`src/rtl/key_cursor_ctrl.sv`:
```
// Keypad cursor controller: debounces five active-low buttons, walks a COLS x ROWS
// cursor with wrap-around and hold-to-repeat, and strobes the selected key code on ok.
module key_cursor_ctrl #(
  parameter int unsigned DEB_CYCLES    = 500000,
  parameter int unsigned REPEAT_DELAY  = 25000000,
  parameter int unsigned REPEAT_PERIOD = 5000000,
  parameter int unsigned COLS          = 3,
  parameter int unsigned ROWS          = 4
) (
  input  logic       clk_in,
  input  logic       sys_rst_n,
  input  logic       key_up_n,
  input  logic       key_down_n,
  input  logic       key_left_n,
  input  logic       key_right_n,
  input  logic       key_ok_n,
  output logic [3:0] cursor_x,
  output logic [3:0] cursor_y,
  output logic [7:0] key_code,
  output logic       key_valid
);

  localparam int unsigned DW    = (DEB_CYCLES > 1) ? $clog2(DEB_CYCLES) : 1;
  localparam int unsigned RMAX  = (REPEAT_DELAY > REPEAT_PERIOD) ? REPEAT_DELAY : REPEAT_PERIOD;
  localparam int unsigned RW    = (RMAX > 1) ? $clog2(RMAX) : 1;
  localparam int unsigned K_OK  = 4;

  typedef enum logic [1:0] {DIR_UP, DIR_DOWN, DIR_LEFT, DIR_RIGHT} dir_t;
  typedef enum logic [1:0] {IDLE, HOLD, REPT} rep_state_t;

  logic [4:0]          raw_n;
  logic [4:0]          sync1, sync2;
  logic [4:0]          pressed;
  logic [4:0]          deb;
  logic [4:0][DW-1:0]  deb_cnt;
  logic [4:0]          press_ev;

  rep_state_t          state;
  dir_t                lat_dir;
  logic [RW-1:0]       rcnt;

  logic                press_any;
  dir_t                press_dir;
  logic                lat_held;
  logic                rep_step;
  logic                move_en;
  dir_t                move_dir;
  logic [7:0]          sel_code;

  assign raw_n   = {key_ok_n, key_right_n, key_left_n, key_down_n, key_up_n};
  assign pressed = ~sync2;

  always_ff @(posedge clk_in or negedge sys_rst_n) begin
    if (!sys_rst_n) begin
      sync1    <= '1;
      sync2    <= '1;
      deb      <= '0;
      deb_cnt  <= '0;
      press_ev <= '0;
    end else begin
      sync1    <= raw_n;
      sync2    <= sync1;
      press_ev <= '0;
      for (int unsigned i = 0; i < 5; i++) begin
        if (pressed[i] == deb[i]) begin
          deb_cnt[i] <= '0;
        end else if (deb_cnt[i] == DW'(DEB_CYCLES - 1)) begin
          deb[i]      <= ~deb[i];
          deb_cnt[i]  <= '0;
          press_ev[i] <= ~deb[i];
        end else begin
          deb_cnt[i] <= deb_cnt[i] + 1'b1;
        end
      end
    end
  end

  // Fixed priority up > down > left > right; losers in the same cycle are dropped.
  always_comb begin
    press_any = |press_ev[3:0];
    press_dir = DIR_RIGHT;
    if (press_ev[0])      press_dir = DIR_UP;
    else if (press_ev[1]) press_dir = DIR_DOWN;
    else if (press_ev[2]) press_dir = DIR_LEFT;
    lat_held = deb[lat_dir];
    rep_step = lat_held &&
               (((state == HOLD) && (rcnt == RW'(REPEAT_DELAY - 1))) ||
                ((state == REPT) && (rcnt == RW'(REPEAT_PERIOD - 1))));
    move_en  = press_any || rep_step;
    move_dir = press_any ? press_dir : lat_dir;
  end

  always_comb begin
    sel_code = 8'h00;
    case ({cursor_y, cursor_x})
      8'h00: sel_code = 8'h31;
      8'h01: sel_code = 8'h32;
      8'h02: sel_code = 8'h33;
      8'h10: sel_code = 8'h34;
      8'h11: sel_code = 8'h35;
      8'h12: sel_code = 8'h36;
      8'h20: sel_code = 8'h37;
      8'h21: sel_code = 8'h38;
      8'h22: sel_code = 8'h39;
      8'h30: sel_code = 8'h2B;
      8'h31: sel_code = 8'h30;
      8'h32: sel_code = 8'h3D;
      default: sel_code = 8'h00;
    endcase
  end

  always_ff @(posedge clk_in or negedge sys_rst_n) begin
    if (!sys_rst_n) begin
      cursor_x  <= '0;
      cursor_y  <= '0;
      key_code  <= '0;
      key_valid <= 1'b0;
      state     <= IDLE;
      lat_dir   <= DIR_UP;
      rcnt      <= '0;
    end else begin
      key_valid <= press_ev[K_OK];
      if (press_ev[K_OK]) key_code <= sel_code;

      if (move_en) begin
        case (move_dir)
          DIR_UP:    cursor_y <= (cursor_y == '0) ? 4'(ROWS - 1) : cursor_y - 1'b1;
          DIR_DOWN:  cursor_y <= (cursor_y == 4'(ROWS - 1)) ? '0 : cursor_y + 1'b1;
          DIR_LEFT:  cursor_x <= (cursor_x == '0) ? 4'(COLS - 1) : cursor_x - 1'b1;
          default:   cursor_x <= (cursor_x == 4'(COLS - 1)) ? '0 : cursor_x + 1'b1;
        endcase
      end

      // A fresh press always restarts the hold timer; release beats a due step.
      if (press_any) begin
        lat_dir <= press_dir;
        rcnt    <= '0;
        state   <= HOLD;
      end else begin
        case (state)
          HOLD, REPT: begin
            if (!lat_held) begin
              state <= IDLE;
              rcnt  <= '0;
            end else if (rep_step) begin
              state <= REPT;
              rcnt  <= '0;
            end else begin
              rcnt <= rcnt + 1'b1;
            end
          end
          default: begin
            state <= IDLE;
            rcnt  <= '0;
          end
        endcase
      end
    end
  end

endmodule
```
`config.mk`:
```
export PLATFORM = sky130hd
export DESIGN_NAME = key_cursor_ctrl
export DESIGN_NICKNAME = d
export VERILOG_FILES = /design/src/rtl/key_cursor_ctrl.sv
export SDC_FILE = /design/constraint.sdc
export NUM_CORES = 1
export LEC_CHECK = 0
export BUFFER_PORTS_ARGS = -buffer_cell sky130_fd_sc_hd__buf_2
export CORE_MARGIN = 2
export CORE_UTILIZATION = 51
export DETAILED_ROUTE_END_ITERATION = 12
export MAX_ROUTING_LAYER = met4
export PLACE_DENSITY = 0.67
export SLEW_MARGIN = 20
export SYNTH_ARGS = -nofsm -noshare
export SYNTH_HDL_FRONTEND = slang
export SYNTH_SLANG_ARGS = --single-unit
```
`constraint.sdc`:
```
create_clock -name clk_in -period 2.76 [get_ports clk_in]
set_input_delay 0.276 -clock clk_in [delete_from_list [all_inputs] [get_ports clk_in]]
set_output_delay 0.276 -clock clk_in [all_outputs]
set_load 0.02 [all_outputs]
```
==> qor.csv <==
stage;metric;value;unit
run_status;status;finished with violations;
run_status;violations;hold timing;
global_routing;grt_pass1_vias;5631;
place;routabilityCongestion;0.825;
power;power.internal;3930;µW
floorplan;row_count;45;
logic_synthesis;synthMuxAreaShare;0.0234;
logic_synthesis;synthFlopType;dfrtp_1;
worst_setup_path;required;3.05;ns
power;switchingPower;1020;µW
place;dpl.cell_count;977;
timing;fmax;379;MHz
timing;slew_violations;0;
worst_setup_path;crit_slowest_cell;or4_4;
cells_and_area;nets;838;
power;pwr-share-clk;0.495;
logic_synthesis;synth_area;7740;µm²
logic_synthesis;yosys_warnings;0;
timing;fin_crit;2.64;ns
clocking;cts_max_level;4;
floorplan;num_io_pins;24;
logic_synthesis;synth-seq-area-share;0.515;
timing;rsz0062_at_grt;no;
worst_setup_path;crit_path_end_kind;flip-flop;
drt;dr.pass1.iters;5;
worst_setup_path;crit_family;simple AND/OR/NAND/NOR gates;
logic_synthesis;ys_ff_latch;159;
drt;postRouteAntennaNets;0;
worst_hold_path;hold_class;in2async;
global_routing;grt.overflow.total;0;
floorplan;coreArea;15000;µm²
power;p_leak;0.00365;µW
logic_synthesis;async_flop_share;1.00;
clocking;numCtsBuffers;17;
timing;finalHoldViolations;20;
drt;wirelength;14.4;mm
place;dpl.hpwl;9.59;mm
floorplan;die_x;127;µm
timing;max-slew-margin-rel;0.437;
cells_and_area;final_layout_size_suffix_gt1_frac;0.0920;
clocking;cts.sinks;159;
drt;vias;5549;
drt;drc_errors;0;
logic_synthesis;syn_area_per_cell;9.98;µm²
worst_setup_path;cp-start-kind;flip-flop;
power;pwr-share-comb;0.023;
floorplan;dieArea;16200;µm²
timing;clock_skew;0.0108;ns
power;pwr_density_cell;565;nW/µm²
logic_synthesis;synth_edf_count;0;
cells_and_area;fillCellCount;1234;
logic_synthesis;synth_top_area_frac;0.481;
logic_synthesis;synth_compound_area_frac;0.0381;
drt;vias_per_cell;5.47;
global_routing;grt_pass1_wl;25.5;mm
logic_synthesis;synth_xor_area_frac;0.129;
place;portBuffers;21;
worst_setup_path;slowest_delay;0.51;ns
worst_setup_path;path_max_fanout;6;
global_routing;grt_max_degree;160;
cells_and_area;num_antenna_cells;0;
power;p_seq_frac;0.482;
worst_setup_path;crit_type;reg2reg;
power;p_sw_frac;0.206;
logic_synthesis;synth_top_family_by_area;simple AND/OR/NAND/NOR gates;
logic_synthesis;synth_area_leaders;dfrtp_1, nor2_1, xnor2_1;
worst_setup_path;arrival;2.93;ns
logic_synthesis;synth_cell_types;56;
clocking;cts_tree;built;
logic_synthesis;synthAdderAreaFrac;0.0291;
global_routing;grt_usage;0.198;
timing;tns;0;ns
flow_run;max-cap-violations;0;
drt;drt_iter0_markers;473;
timing;whs;-0.0387;ns
cells_and_area;multi_input_comb_area;3600;µm²
drt;wl_per_cell;14.2;µm
cells_and_area;regArea;3990;µm²
power;finalPower;4950;µW
cells_and_area;area_growth_syn_to_layout;13.1;%
worst_setup_path;r2r_slack;0.12;ns
place;placed_cell_area;8080;µm²
floorplan;start_util;0.515;
timing;worstMarginPinSlew;0.845;ns
timing;setup_violations;0;
timing;fin_crit_sh;0.956;
logic_synthesis;synthSimpleGateAreaFrac;0.243;
clocking;clockRootBuffer;clkbuf_16;
logic_synthesis;syn_inst;776;
clocking;clk_path_buf_depth;2;
power;vdd_drop_max;0.464;mV
floorplan;die_h;127;µm
global_routing;antenna_found_initial;0;
clocking;clock_latency;0.42;ns
cells_and_area;stdcell_count;1014;
logic_synthesis;synth_top_area_cell;dfrtp_1;
clocking;clk_pin_slew;0.06;ns
worst_setup_path;path_buf_inv;1;
timing;layout_setup_ws;0.121;ns
worst_setup_path;path_cells;inv_1, ha_1, or4b_1, or4_4, a211o_4, a211oi_2, mux2_1;
cells_and_area;fin_area;8760;µm²
place;place_ws;0.141;ns
-- what timing repair did --
item                                    4_1_cts  5_1_grt
endpoints found under the hold margin         5        0
endpoints found under the setup margin        0        1
hold buffers                                  5        0
resized for setup                             0        2
setup buffers                                 0        0
-- Yosys cell counts (4+ instances only) --
cell type,number
and4_1,10
a21oi_1,8
and3_1,14
o21ai_0,5
xnor2_1,66
nand4_1,29
nand2_1,51
o21ai_1,10
inv_1,26
nand3_1,43
clkbuf_1,9
dfstp_2,10
nor4_1,11
nor3_1,27
nor2b_1,5
mux2i_1,8
nor2_1,155
or3_1,4
nand3b_1,6
mux2_1,4
xor2_1,48
ha_1,18
dfrtp_1,149
nor4b_1,5
or4_1,5
-- metal layers --
layer	vias to the layer above	part of all wire	global-route usage
met4	0	0.011	0.0672
met3	19	0.029	0.0448
li1	2730	-	-
met5	-	0	-
met2	77	0.50	0.327
met1	2723	0.46	0.244
-- final cells by class --
| class | instances | share of cell area |
|---|---|---|
| Clock buffer | 22 | 0.0518 |
| Clock inverter | 10 | 0.0186 |
| Inverter | 27 | 0.0116 |
| Multi-Input combinational cell | 577 | 0.411 |
| Sequential cell | 159 | 0.456 |
| Tap cell | 188 | 0.0269 |
| Timing Repair Buffer | 31 | 0.0241 |
-- state kept, by name, indices dropped and copies added (netlist names), 2 cells and up --
name / cells
cursor_y: 4
lat_dir: 2
rcnt: 25
deb: 5
press_ev: 5
sync1: 5
deb_cnt: 95
sync2: 5
cursor_x: 4
state: 2
key_code: 6
-- cells by family (layout without fill, tap and decap cells) --
logic type,Yosys count,in the layout
mux,16,16
simple gates,383,383
buf+inv,41,90
xor+xnor,114,114
other cells,1,2
fa+ha+maj,18,18
compound gates,44,44
flops,159,159
-- power groups by stage --
stage | clock, µW | sequential, µW | combinational [µW]
global placement | 0 | 2430 | 107
floorplan | 0 | 2420 | 48.0
CTS | 2500 | 2390 | 119
detailed placement | 0 | 2430 | 113
finish | 2450 | 2390 | 113
global route | 2600 | 2390 | 134
-- worst register-to-register path: stages (launching register included) --
cell and delay, ns:
dfrtp_1 0.38, inv_1 0.08, ha_1 0.14, or4b_1 0.44, or4_4 0.51, a211o_4 0.38
a211oi_2 0.24, mux2_1 0.34
-- through the flow --
step / hold WS (ns) / utilization
global placement: 0.345 / 0.538
finish: -0.0387 / 0.583
CTS: 0.0382 / 0.582
floorplan: -0.0196 / -
global route: 0.0844 / 0.583
detailed placement: 0.347 / 0.538
-- final timing paths --
check | from | to | cells past startpoint
setup / recovery | state[0]$_DFFE_PN0P_ | cursor_x[2]$_DFFE_PN0P_ | 7
hold / removal | sys_rst_n | deb_cnt[49]$_DFF_PN0_ | 2
setup reg to reg | state[0]$_DFFE_PN0P_ | cursor_x[2]$_DFFE_PN0P_ | 7
hold reg to reg | sync1[0]$_DFF_PN1_ | sync2[0]$_DFF_PN1_ | 0
max in group asynchronous | sys_rst_n | cursor_x[2]$_DFFE_PN0P_ | 2
min in group clk_in | sync1[0]$_DFF_PN1_ | sync2[0]$_DFF_PN1_ | 0
-- placed cells by master (no fill, tap or decap), types with 6 or more instances in the layout --
cell type	netlist	final
nor3_1	27	27
dfstp_2	10	10
dfrtp_1	149	149
nand4_1	29	29
and3_1	14	14
nor2_1	155	155
and4_1	10	10
nand3_1	43	43
xnor2_1	66	66
nor4_1	11	11
nand3b_1	6	6
o21ai_1	10	10
xor2_1	48	48
ha_1	18	18
inv_1	26	26
a21oi_1	8	8
mux2i_1	8	8
nand2_1	51	51
clkbuf_16	0	17
buf_2	3	20
Power figures use the tool's default switching activity.
